<file path="src/rtl/pc_flow_sequencer_if.sv">
`default_nettype none
// ============================================================================
//  Module      : pc_flow_sequencer_if
//  Description : Bundles the fetch-side inputs and the PC-control outputs of
//                the flow-control sequencer.
//                  master : fetch / PC-control side (drives instruction
//                           stream, observes control pulses)
//                  slave  : sequencer side (consumes instruction stream,
//                           drives control pulses)
//  Signals     : pause, instr[15:0], instr_valid, zero_flag, irq_req  (to seq)
//                goto, goto_addr[11:0], ret, skip, interrupt, gie,
//                depth[3:0], stack_error                          (from seq)
//  Revision    : 1.0  initial release
// ============================================================================
interface pc_flow_sequencer_if;
    logic        pause;
    logic [15:0] instr;
    logic        instr_valid;
    logic        zero_flag;
    logic        irq_req;

    logic        goto;
    logic [11:0] goto_addr;
    logic        ret;
    logic        skip;
    logic        interrupt;
    logic        gie;
    logic [3:0]  depth;
    logic        stack_error;

    modport master (
        output pause, instr, instr_valid, zero_flag, irq_req,
        input  goto, goto_addr, ret, skip, interrupt, gie, depth, stack_error
    );

    modport slave (
        input  pause, instr, instr_valid, zero_flag, irq_req,
        output goto, goto_addr, ret, skip, interrupt, gie, depth, stack_error
    );
endinterface
`default_nettype wire

</file>
<file path="src/rtl/pc_flow_sequencer.sv">
`default_nettype none
// ============================================================================
//  Module      : pc_flow_sequencer
//  Description : Flow-control sequencer for the 8-bit CPU front end. Decodes
//                fetched instruction words into goto / ret / skip pulses,
//                arbitrates the level-sensitive interrupt request against the
//                global enable, and tracks return-stack occupancy so that no
//                push past capacity or pop from empty is ever issued.
//  Ports       : clk          - clock, rising edge
//                reset        - asynchronous, active-high clear
//                bus (slave)  - pause, instr, instr_valid, zero_flag, irq_req
//                               in; goto, goto_addr, ret, skip, interrupt,
//                               gie, depth, stack_error out
//  Parameters  : STACK_DEPTH  - return-stack capacity (1..15)
//                IRQ_LATENCY  - slots discarded after an interrupt (>= 1)
//  Revision    : 1.0  initial release
// ============================================================================
module pc_flow_sequencer #(
    parameter int STACK_DEPTH = 8,
    parameter int IRQ_LATENCY = 3
) (
    input  logic                clk,
    input  logic                reset,
    pc_flow_sequencer_if.slave  bus
);

    // ------------------------------------------------------------------------
    // Constants
    // ------------------------------------------------------------------------
    localparam logic [1:0] c_ST_RUN      = 2'd0;
    localparam logic [1:0] c_ST_FLUSH    = 2'd1;
    localparam logic [1:0] c_ST_IRQ_WAIT = 2'd2;

    localparam logic [3:0] c_OP_GOTO   = 4'hA;
    localparam logic [3:0] c_OP_SKIPZ  = 4'hB;
    localparam logic [3:0] c_OP_SKIPNZ = 4'hC;
    localparam logic [3:0] c_OP_RET    = 4'hD;
    localparam logic [3:0] c_OP_MISC   = 4'hE;

    localparam logic [11:0] c_EI_CODE = 12'h001;
    localparam logic [11:0] c_DI_CODE = 12'h002;

    localparam logic [3:0] c_STACK_DEPTH = 4'(STACK_DEPTH);

    // The wait counter starts at IRQ_LATENCY-1 and counts down to 0, one
    // discarded slot per edge, so IRQ_LATENCY slots are dropped in total.
    localparam int                 c_CNT_W    = (IRQ_LATENCY > 1) ? $clog2(IRQ_LATENCY) : 1;
    localparam logic [c_CNT_W-1:0] c_CNT_INIT = c_CNT_W'(IRQ_LATENCY - 1);

    // ------------------------------------------------------------------------
    // Registered state
    // ------------------------------------------------------------------------
    logic [1:0]         r_state;
    logic [c_CNT_W-1:0] r_cnt;
    logic               r_goto;
    logic [11:0]        r_goto_addr;
    logic               r_ret;
    logic               r_skip;
    logic               r_interrupt;
    logic               r_gie;
    logic [3:0]         r_depth;
    logic               r_stack_error;

    // ------------------------------------------------------------------------
    // Next-state values
    // ------------------------------------------------------------------------
    logic [1:0]         w_state_nxt;
    logic [c_CNT_W-1:0] w_cnt_nxt;
    logic               w_goto_nxt;
    logic [11:0]        w_goto_addr_nxt;
    logic               w_ret_nxt;
    logic               w_skip_nxt;
    logic               w_interrupt_nxt;
    logic               w_gie_nxt;
    logic [3:0]         w_depth_nxt;
    logic               w_stack_error_nxt;

    // ------------------------------------------------------------------------
    // Instruction decode (only meaningful while the state machine is in RUN)
    // ------------------------------------------------------------------------
    logic [3:0]  w_opcode;
    logic [11:0] w_operand;
    logic        w_dec_goto;
    logic        w_dec_skip_taken;
    logic        w_dec_ret;
    logic        w_dec_retfie;
    logic        w_dec_ei;
    logic        w_dec_di;
    logic        w_flow_op;
    logic        w_stack_full;
    logic        w_stack_empty;
    logic        w_irq_take;

    assign w_opcode  = bus.instr[15:12];
    assign w_operand = bus.instr[11:0];

    assign w_dec_goto       = bus.instr_valid && (w_opcode == c_OP_GOTO);
    assign w_dec_skip_taken = bus.instr_valid &&
                              (((w_opcode == c_OP_SKIPZ)  &&  bus.zero_flag) ||
                               ((w_opcode == c_OP_SKIPNZ) && !bus.zero_flag));
    assign w_dec_ret        = bus.instr_valid && (w_opcode == c_OP_RET);
    assign w_dec_retfie     = w_dec_ret && bus.instr[0];
    assign w_dec_ei         = bus.instr_valid && (w_opcode == c_OP_MISC) && (w_operand == c_EI_CODE);
    assign w_dec_di         = bus.instr_valid && (w_opcode == c_OP_MISC) && (w_operand == c_DI_CODE);

    // A flow op is anything that redirects the PC and therefore needs the
    // in-flight fetch flushed; an untaken skip is not one, so an interrupt
    // may still be taken alongside it.
    assign w_flow_op = w_dec_goto || w_dec_skip_taken || w_dec_ret;

    assign w_stack_full  = (r_depth >= c_STACK_DEPTH);
    assign w_stack_empty = (r_depth == 4'd0);

    // A request at full depth is simply not taken; it stays pending because
    // irq_req is level-sensitive and will be re-evaluated after a return.
    assign w_irq_take = bus.irq_req && r_gie && !w_flow_op && !w_stack_full;

    // ------------------------------------------------------------------------
    // State register
    // ------------------------------------------------------------------------
    always_ff @(posedge clk or posedge reset) begin
        if (reset) begin
            r_state       <= c_ST_RUN;
            r_cnt         <= '0;
            r_goto        <= 1'b0;
            r_goto_addr   <= 12'h000;
            r_ret         <= 1'b0;
            r_skip        <= 1'b0;
            r_interrupt   <= 1'b0;
            r_gie         <= 1'b0;
            r_depth       <= 4'd0;
            r_stack_error <= 1'b0;
        end else begin
            r_state       <= w_state_nxt;
            r_cnt         <= w_cnt_nxt;
            r_goto        <= w_goto_nxt;
            r_goto_addr   <= w_goto_addr_nxt;
            r_ret         <= w_ret_nxt;
            r_skip        <= w_skip_nxt;
            r_interrupt   <= w_interrupt_nxt;
            r_gie         <= w_gie_nxt;
            r_depth       <= w_depth_nxt;
            r_stack_error <= w_stack_error_nxt;
        end
    end

    // ------------------------------------------------------------------------
    // Next-state and output logic
    // Pulses default to 0 every edge, which gives the one-cycle width and
    // makes them drop on a paused edge; everything else holds by default.
    // ------------------------------------------------------------------------
    always_comb begin
        w_state_nxt       = r_state;
        w_cnt_nxt         = r_cnt;
        w_goto_nxt        = 1'b0;
        w_goto_addr_nxt   = r_goto_addr;
        w_ret_nxt         = 1'b0;
        w_skip_nxt        = 1'b0;
        w_interrupt_nxt   = 1'b0;
        w_gie_nxt         = r_gie;
        w_depth_nxt       = r_depth;
        w_stack_error_nxt = r_stack_error;

        if (!bus.pause) begin
            case (r_state)
                c_ST_RUN: begin
                    if (w_flow_op) begin
                        w_state_nxt = c_ST_FLUSH;
                        if (w_dec_goto) begin
                            w_goto_nxt      = 1'b1;
                            w_goto_addr_nxt = w_operand;
                        end
                        if (w_dec_skip_taken) begin
                            w_skip_nxt = 1'b1;
                        end
                        if (w_dec_ret) begin
                            // Popping an empty stack is suppressed and flagged
                            // rather than passed on to the PC control.
                            if (w_stack_empty) begin
                                w_stack_error_nxt = 1'b1;
                            end else begin
                                w_ret_nxt   = 1'b1;
                                w_depth_nxt = r_depth - 4'd1;
                            end
                        end
                        if (w_dec_retfie) begin
                            w_gie_nxt = 1'b1;
                        end
                    end else if (w_irq_take) begin
                        // The instruction on this edge is dropped; the PC
                        // control pushes its address and replays it later.
                        w_interrupt_nxt = 1'b1;
                        w_gie_nxt       = 1'b0;
                        w_depth_nxt     = r_depth + 4'd1;
                        w_state_nxt     = c_ST_IRQ_WAIT;
                        w_cnt_nxt       = c_CNT_INIT;
                    end else if (w_dec_ei) begin
                        w_gie_nxt = 1'b1;
                    end else if (w_dec_di) begin
                        w_gie_nxt = 1'b0;
                    end
                end

                c_ST_FLUSH: begin
                    // One slot is thrown away regardless of instr_valid.
                    w_state_nxt = c_ST_RUN;
                end

                c_ST_IRQ_WAIT: begin
                    if (r_cnt == '0) begin
                        w_state_nxt = c_ST_RUN;
                    end else begin
                        w_cnt_nxt = r_cnt - 1'b1;
                    end
                end

                default: begin
                    w_state_nxt = c_ST_RUN;
                end
            endcase
        end
    end

    // ------------------------------------------------------------------------
    // Outputs
    // ------------------------------------------------------------------------
    assign bus.goto        = r_goto;
    assign bus.goto_addr   = r_goto_addr;
    assign bus.ret         = r_ret;
    assign bus.skip        = r_skip;
    assign bus.interrupt   = r_interrupt;
    assign bus.gie         = r_gie;
    assign bus.depth       = r_depth;
    assign bus.stack_error = r_stack_error;

endmodule
`default_nettype wire

</file>
<file path="src/flat_wrapper.sv">
// flat-port wrapper written by rule: the top's interface ports become plain ports
module pc_flow_sequencer_flat 
#(
    parameter int STACK_DEPTH = 8,
    parameter int IRQ_LATENCY = 3
)
  (clk, reset, bus_pause, bus_instr, bus_instr_valid, bus_zero_flag, bus_irq_req, bus_goto, bus_goto_addr, bus_ret, bus_skip, bus_interrupt, bus_gie, bus_depth, bus_stack_error);
  pc_flow_sequencer_if bus_i ();
  input  logic clk;
  input  logic reset;
  input wire logic [$bits(bus_i.pause)-1:0] bus_pause;
  input wire logic [$bits(bus_i.instr)-1:0] bus_instr;
  input wire logic [$bits(bus_i.instr_valid)-1:0] bus_instr_valid;
  input wire logic [$bits(bus_i.zero_flag)-1:0] bus_zero_flag;
  input wire logic [$bits(bus_i.irq_req)-1:0] bus_irq_req;
  output wire logic [$bits(bus_i.goto)-1:0] bus_goto;
  output wire logic [$bits(bus_i.goto_addr)-1:0] bus_goto_addr;
  output wire logic [$bits(bus_i.ret)-1:0] bus_ret;
  output wire logic [$bits(bus_i.skip)-1:0] bus_skip;
  output wire logic [$bits(bus_i.interrupt)-1:0] bus_interrupt;
  output wire logic [$bits(bus_i.gie)-1:0] bus_gie;
  output wire logic [$bits(bus_i.depth)-1:0] bus_depth;
  output wire logic [$bits(bus_i.stack_error)-1:0] bus_stack_error;
  assign bus_i.pause = bus_pause;
  assign bus_i.instr = bus_instr;
  assign bus_i.instr_valid = bus_instr_valid;
  assign bus_i.zero_flag = bus_zero_flag;
  assign bus_i.irq_req = bus_irq_req;
  assign bus_goto = bus_i.goto;
  assign bus_goto_addr = bus_i.goto_addr;
  assign bus_ret = bus_i.ret;
  assign bus_skip = bus_i.skip;
  assign bus_interrupt = bus_i.interrupt;
  assign bus_gie = bus_i.gie;
  assign bus_depth = bus_i.depth;
  assign bus_stack_error = bus_i.stack_error;
  pc_flow_sequencer #(.STACK_DEPTH(STACK_DEPTH), .IRQ_LATENCY(IRQ_LATENCY)) u_core (.clk(clk), .reset(reset), .bus(bus_i));
endmodule
</file>
<file path="config.mk">
export PLATFORM = sky130hd
export DESIGN_NAME = pc_flow_sequencer_flat
export DESIGN_NICKNAME = d
export VERILOG_FILES = /design/src/rtl/pc_flow_sequencer_if.sv /design/src/rtl/pc_flow_sequencer.sv /design/src/flat_wrapper.sv
export SDC_FILE = /design/constraint.sdc
export NUM_CORES = 1
export LEC_CHECK = 0
export ABC_AREA = 0
export CORE_AREA = 4 4 57 59
export CTS_BUF_LIST = sky130_fd_sc_hd__clkbuf_16
export DETAILED_ROUTE_END_ITERATION = 8
export DIE_AREA = 0 0 61 63
export GPL_ROUTABILITY_DRIVEN = 0
export PLACE_DENSITY = 0.85
export SYNTH_ARGS = -nofsm -noshare
export SYNTH_HDL_FRONTEND = slang
export SYNTH_SLANG_ARGS = --single-unit
</file>
<file path="constraint.sdc">
create_clock -name clk -period 2.6 [get_ports clk]
set_input_delay 0.65 -clock clk [delete_from_list [all_inputs] [get_ports clk]]
set_output_delay 0.65 -clock clk [all_outputs]
set_load 0.02 [all_outputs]
</file>
==> results of run 1 <==
==> worst register-to-register path, delay by kind of cell, from the launching register on <==
family                 cells  cell delay (ns)
buffers and inverters      1             0.21
and+or+nand+nor            3             0.65
DFF                        1             0.45
muxes                      1             0.31
==> final cells by class <==
class                           count  share of cell area (%)
Sequential cell                    26                    34.9
Timing Repair Buffer               52                    26.7
Clock buffer                        3                    4.03
Multi-Input combinational cell     74                    30.9
Tap cell                           31                    2.08
Inverter                            7                    1.41
==> state kept, by name, summed over array words and instances (netlist names) <==
| register | flops |
|---|---|
| u_core.bus.depth | 4 |
| u_core.bus.gie | 1 |
| u_core.bus.goto | 1 |
| u_core.bus.goto_addr | 12 |
| u_core.bus.interrupt | 1 |
| u_core.bus.ret | 1 |
| u_core.bus.skip | 1 |
| u_core.bus.stack_error | 1 |
| u_core.r_cnt | 2 |
| u_core.r_state | 2 |
==> where the power goes <==
part	switching (mW)	internal [mW]
Sequential	0.117	0.527
Clock	0.131	0.204
Combinational	0.326	0.384
==> worst max path at each step <==
stage / startpoint / endpoint / slack (ns) / cells after the start
6_report: bus_instr[14] / u_core.bus.depth[2] / 0.22 / 10
5_1_grt: bus_instr[14] / u_core.bus.depth[2] / 0.1 / 10
4_1_cts: bus_instr[14] / u_core.bus.depth[2] / 0.23 / 10
3_5_place_dp: bus_instr[14] / u_core.bus.depth[2] / -0.02 / 10
3_3_place_gp: bus_instr[14] / u_core.bus.depth[2] / 0.06 / 10
2_1_floorplan: bus_instr[14] / u_core.bus.depth[2] / 0.44 / 9
==> metal layers <==
metal	vias up	global-route usage [%]	part of all wire (%)
met1	493	19.3	42
met5	-	0	0
li1	499	-	-
met4	0	3.79	0.27
met3	2	4.96	8.6
met2	34	27.4	49
==> cell families (layout without fill, tap and decap cells) <==
family	count (synthesis)	after routing	share of synthesized area [%]
AO/OA/AOI/OAI	22	22	11.0
flip-flops	26	26	50.5
AND/OR/NAND/NOR	33	33	15.7
buffers and inverters	10	62	4.85
adder cells (fa/ha/maj)	2	2	1.94
XOR/XNOR	4	4	2.72
multiplexers	13	13	13.3
==> cell usage after synthesis (all sizes together) (2+ instances only) <==
cell	number
inv	7
nand2b	2
a21oi	6
o21ai	4
dfrtp	26
nor3	4
mux2	12
xnor2	3
and2	2
ha	2
nand2	4
nor2b	2
and3	2
o22ai	3
buf	2
nand3b	2
nor4	2
nor2	6
nor4b	2
==> per-stage QoR <==
step	instances	util, %	instance area (µm²)	TNS [ns]
floorplan	110	-	1290	0
global placement	190	66.0	1790	0
detailed placement	190	66.0	1790	-0.0241
CTS	193	68.8	1860	0
global route	193	68.8	1860	0
finish	193	68.8	1860	0
==> metrics.csv, run 1 <==
metric,value,unit
outcome,finished clean,
RSZ-0062 raised after global routing,no,
Post-Synthesis Cells,110,
Post-Syn Area per Cell,11.7,µm²
hold buffer count at cts,0,
VDD IR-drop max,709,µV
largest net degree at the start of global routing,27,
Tot Pwr,1.69,mW
"area leader, netlist",dfrtp_1,
drt wl/cell,15.6,µm
power density cells,906,mW/mm²
worst skew pair latency,0.26,ns
fillers,220,
Worst setup EP type,register,
die height,63,µm
hold path start,u_core.bus.stack_error,
most frequent cells in the layout,"clkdlybuf4s50_1, dfrtp_1, buf_4",
Setup CP Type,in2reg,
setup violators final,0,
post-CTS setup buffers,0,
"antenna viol nets, final",0,
Post-Route WL,3010,µm
Hold Fails Final Rpt,0,
fin. max-slew vios,0,
Final min period,2.38,ns
R2R setup slack,0.87,ns
Leakage Power,0.851,nW
#FFs+latches synth,26,
Site Rows,19,
Netlist cell types,41,
required time worst endpoint,2.78,ns
Min Hold Slack,0.456,ns
fin nets,188,
sequential fraction of the synthesis area,50.5,%
CTS HTree Levels,1,
CP peak stage delay,0.52,ns
arrival time at the worst endpoint,2.56,ns
Worst-Margin Slew,0.392,ns
Sink Count,26,
I/O Buffers,43,
CTS resizes,0,
crit path max fanout,5,
layout cell share with drive strength beyond 1,16.7,%
Multi-input gate area,576,µm²
Worst slew margin,73.6,%
Top delay family on crit path,simple AND/OR/NAND/NOR gates,
Synth Flop Type,dfrtp_1,
"Async S/R FF share, synth",100,%
I/O Pins,44,
Setup Skew,0.00434,ns
synthesized cell area,0.00129,mm²
type of the tightest min-delay check,reg2reg,
reg2reg end,u_core.bus.goto_addr[6],
Max Cap Viol,0,
die area,0.00384,mm²
starting density of the core,47.6,%
Synth warnings,0,
sequential cell area,651,µm²
die width,61,µm
Slowest cell on crit path,clkdlybuf4s50_1,
GRT Residual Overflow,0,
reg-to-reg startpoint,u_core.r_state[1],
vias per cell,5.33,
core area,0.00271,mm²
starting DRC count in detailed routing,42,
DP Wirelength,2270,µm
global-route wire length before repair,4670,µm
Worst Hold End,u_core.bus.stack_error,
post-synth top area share,50.5,%
CTS root buf,clkbuf_16,
crit path launch type,primary input,
Bufs and invs on worst path,1,
Post-synth EDFFs,0,
Place WS,-0.0241,ns
CTS tree,yes,
Final WS setup,0.224,ns
DR vias,1028,
period utilization,91.4,%
Residual DRC,0,
DR pass1 iterations,4,
syn nets,134,
Inserted Clock Buffers,3,
CP Cell Sequence,clkdlybuf4s50_1 > nor2b_1 > o2bb2ai_1 > and2_1 > xor2_1 > ha_1 > nor2_1 > and3_1 > o22ai_1 > xnor2_1,
initial antenna violation count,0,
reg2reg path depth,5,
"most common cell after layout, fill and taps aside",clkdlybuf4s50_1,
Synth area leaders,"dfrtp_1, mux2_4, mux2_2, a21oi_1, inv_1",
Hold Path Stages,1,
"Clk pin slew, worst setup/hold paths",0.06,ns
n_diodes,0,
GR Util All Layers,16.1,%
vias in the first global route,1048,
synth-to-layout area growth,44.7,%
Clock Tree Buf Depth,2,
Max Freq,421,MHz
Note: power is estimated with default switching activity, not from simulation.
==> inputs of run 2 (changes only) <==
Settings changed: GPL_TIMING_DRIVEN set to 1, SETUP_SLACK_MARGIN set to 0.15.
==> run 2 against run 1 <==
  * Power barely moved
  * Highest routed layer unchanged
  * Critical path depth did not move
  * Hold slack improved by 0.00050 ns
==> metrics.csv, run 2 (synthesis results as in run 1) <==
metric,value,unit
layout cell share with drive strength beyond 1,17.9,%
Leakage Power,0.866,nW
most frequent cells in the layout,"clkdlybuf4s50_1, dfrtp_1, buf_4",
Met2 Wirelength,1510,µm
Worst slew margin,74.1,%
n_diodes,0,
Final min period,2.33,ns
DRT met1 WL,1250,µm
outcome,finished clean,
largest net degree at the start of global routing,27,
"antenna viol nets, final",0,
Max Freq,429,MHz
top sig layer,met4,
"most common cell after layout, fill and taps aside",clkdlybuf4s50_1,
Max Cap Viol,0,
die area,0.00384,mm²
setup violators final,0,
die width,61,µm
VDD IR-drop max,708,µV
CTS tree,yes,
Sink Count,26,
drt wl/cell,15.7,µm
CTS root buf,clkbuf_16,
Final WS setup,0.266,ns
Setup CP Type,in2reg,
fin nets,188,
core area,0.00271,mm²
period utilization,89.8,%
crit path launch type,primary input,
I/O Pins,44,
global-route wire length before repair,4670,µm
Worst-Margin Slew,0.385,ns
RSZ-0062 raised after global routing,no,
Setup Skew,0.00425,ns
DR pass1 iterations,4,
vias per cell,5.30,
max FFs per register,12,
GR Util All Layers,16.1,%
type of the tightest min-delay check,reg2reg,
starting density of the core,47.6,%
arrival time at the worst endpoint,2.52,ns
Worst setup EP type,register,
hold buffer count at cts,0,
Residual DRC,0,
Place WS,-0.0241,ns
synth-to-layout area growth,45.9,%
starting DRC count in detailed routing,48,
crit path max fanout,5,
Inserted Clock Buffers,3,
Post-Route WL,3020,µm
DR vias,1023,
Clock Tree Buf Depth,2,
"Clk pin slew, worst setup/hold paths",0.06,ns
required time worst endpoint,2.78,ns
fillers,217,
power density cells,898,mW/mm²
Hold Fails Final Rpt,0,
fin. max-slew vios,0,
vias in the first global route,1048,
Site Rows,19,
worst skew pair latency,0.26,ns
I/O Buffers,43,
DP Wirelength,2270,µm
die height,63,µm
initial antenna violation count,0,
met3 routed WL,257,µm
GRT Residual Overflow,0,
CTS HTree Levels,1,
post-layout utilization of the core,69.4,%
## run 2: cell types whose count changed in the layout (fill, tap and decap cells not counted)
cell	before	now
nor2b_1	2	1
dlymetal6s2s_1	0	1
clkdlybuf4s50_1	43	42
nor2b_4	0	1
o2bb2ai_2	0	1
o2bb2ai_1	1	0
## run 2: final timing paths
check	start	endpoint	slack [ns]	depth (start not counted)
setup reg to reg	u_core.r_state[1]	u_core.bus.goto_addr[6]	0.86	5
setup / recovery	bus_instr[14]	u_core.bus.depth[2]	0.27	10
max in group asynchronous	reset	u_core.bus.goto_addr[6]	1.60	3
hold reg to reg	u_core.bus.stack_error	u_core.bus.stack_error	0.46	1
min in group asynchronous	reset	u_core.r_cnt[0]	0.76	3
hold / removal	u_core.bus.stack_error	u_core.bus.stack_error	0.46	1
## run 2: repair_timing
item	in CTS	in global routing
setup buffers	0	0
endpoints found under the setup margin	0	1
gates resized for setup	0	4
## run 2: layer usage
layer	track usage (%)	up-vias
met2	27.4	36
met4	3.79	0
met5	0	-
li1	-	497
met3	4.96	2
met1	19.3	488
## run 2: layout make-up
| class | count | area [µm²] | area share, % |
|---|---|---|---|
| Sequential cell | 26 | 651 | 34.6 |
| Multi-Input combinational cell | 74 | 589 | 31.3 |
| Timing Repair Buffer | 52 | 500 | 26.6 |
| Clock buffer | 3 | 75.1 | 3.99 |
| Tap cell | 31 | 38.8 | 2.06 |
| Inverter | 7 | 26.3 | 1.40 |
## run 2: metrics by stage
stage / std cells / area [µm²] / hold slack [ns] / setup TNS, ns / power (mW)
2_1_floorplan: 110 / 1290 / 0.526 / 0 / 1.03
3_3_place_gp: 190 / 1790 / 0.443 / 0 / 1.32
3_5_place_dp: 190 / 1790 / 0.443 / -0.0241 / 1.36
4_1_cts: 193 / 1860 / 0.458 / 0 / 1.70
5_1_grt: 193 / 1880 / 0.472 / 0 / 1.78
6_report: 193 / 1880 / 0.457 / 0 / 1.69
## run 2: worst max-delay path: stages
cell and delay (ns):
clkdlybuf4s50_1 0.53, nor2b_4 0.18, o2bb2ai_2 0.12, and2_1 0.18, xor2_1 0.17, ha_1 0.19
nor2_1 0.04, and3_1 0.17, o22ai_1 0.15, xnor2_1 0.14
## run 2: power breakdown
part / internal [mW] / total (mW) / switching [mW]
logic: 0.386 / 0.712 / 0.326
clock network: 0.204 / 0.333 / 0.130
registers: 0.527 / 0.644 / 0.117
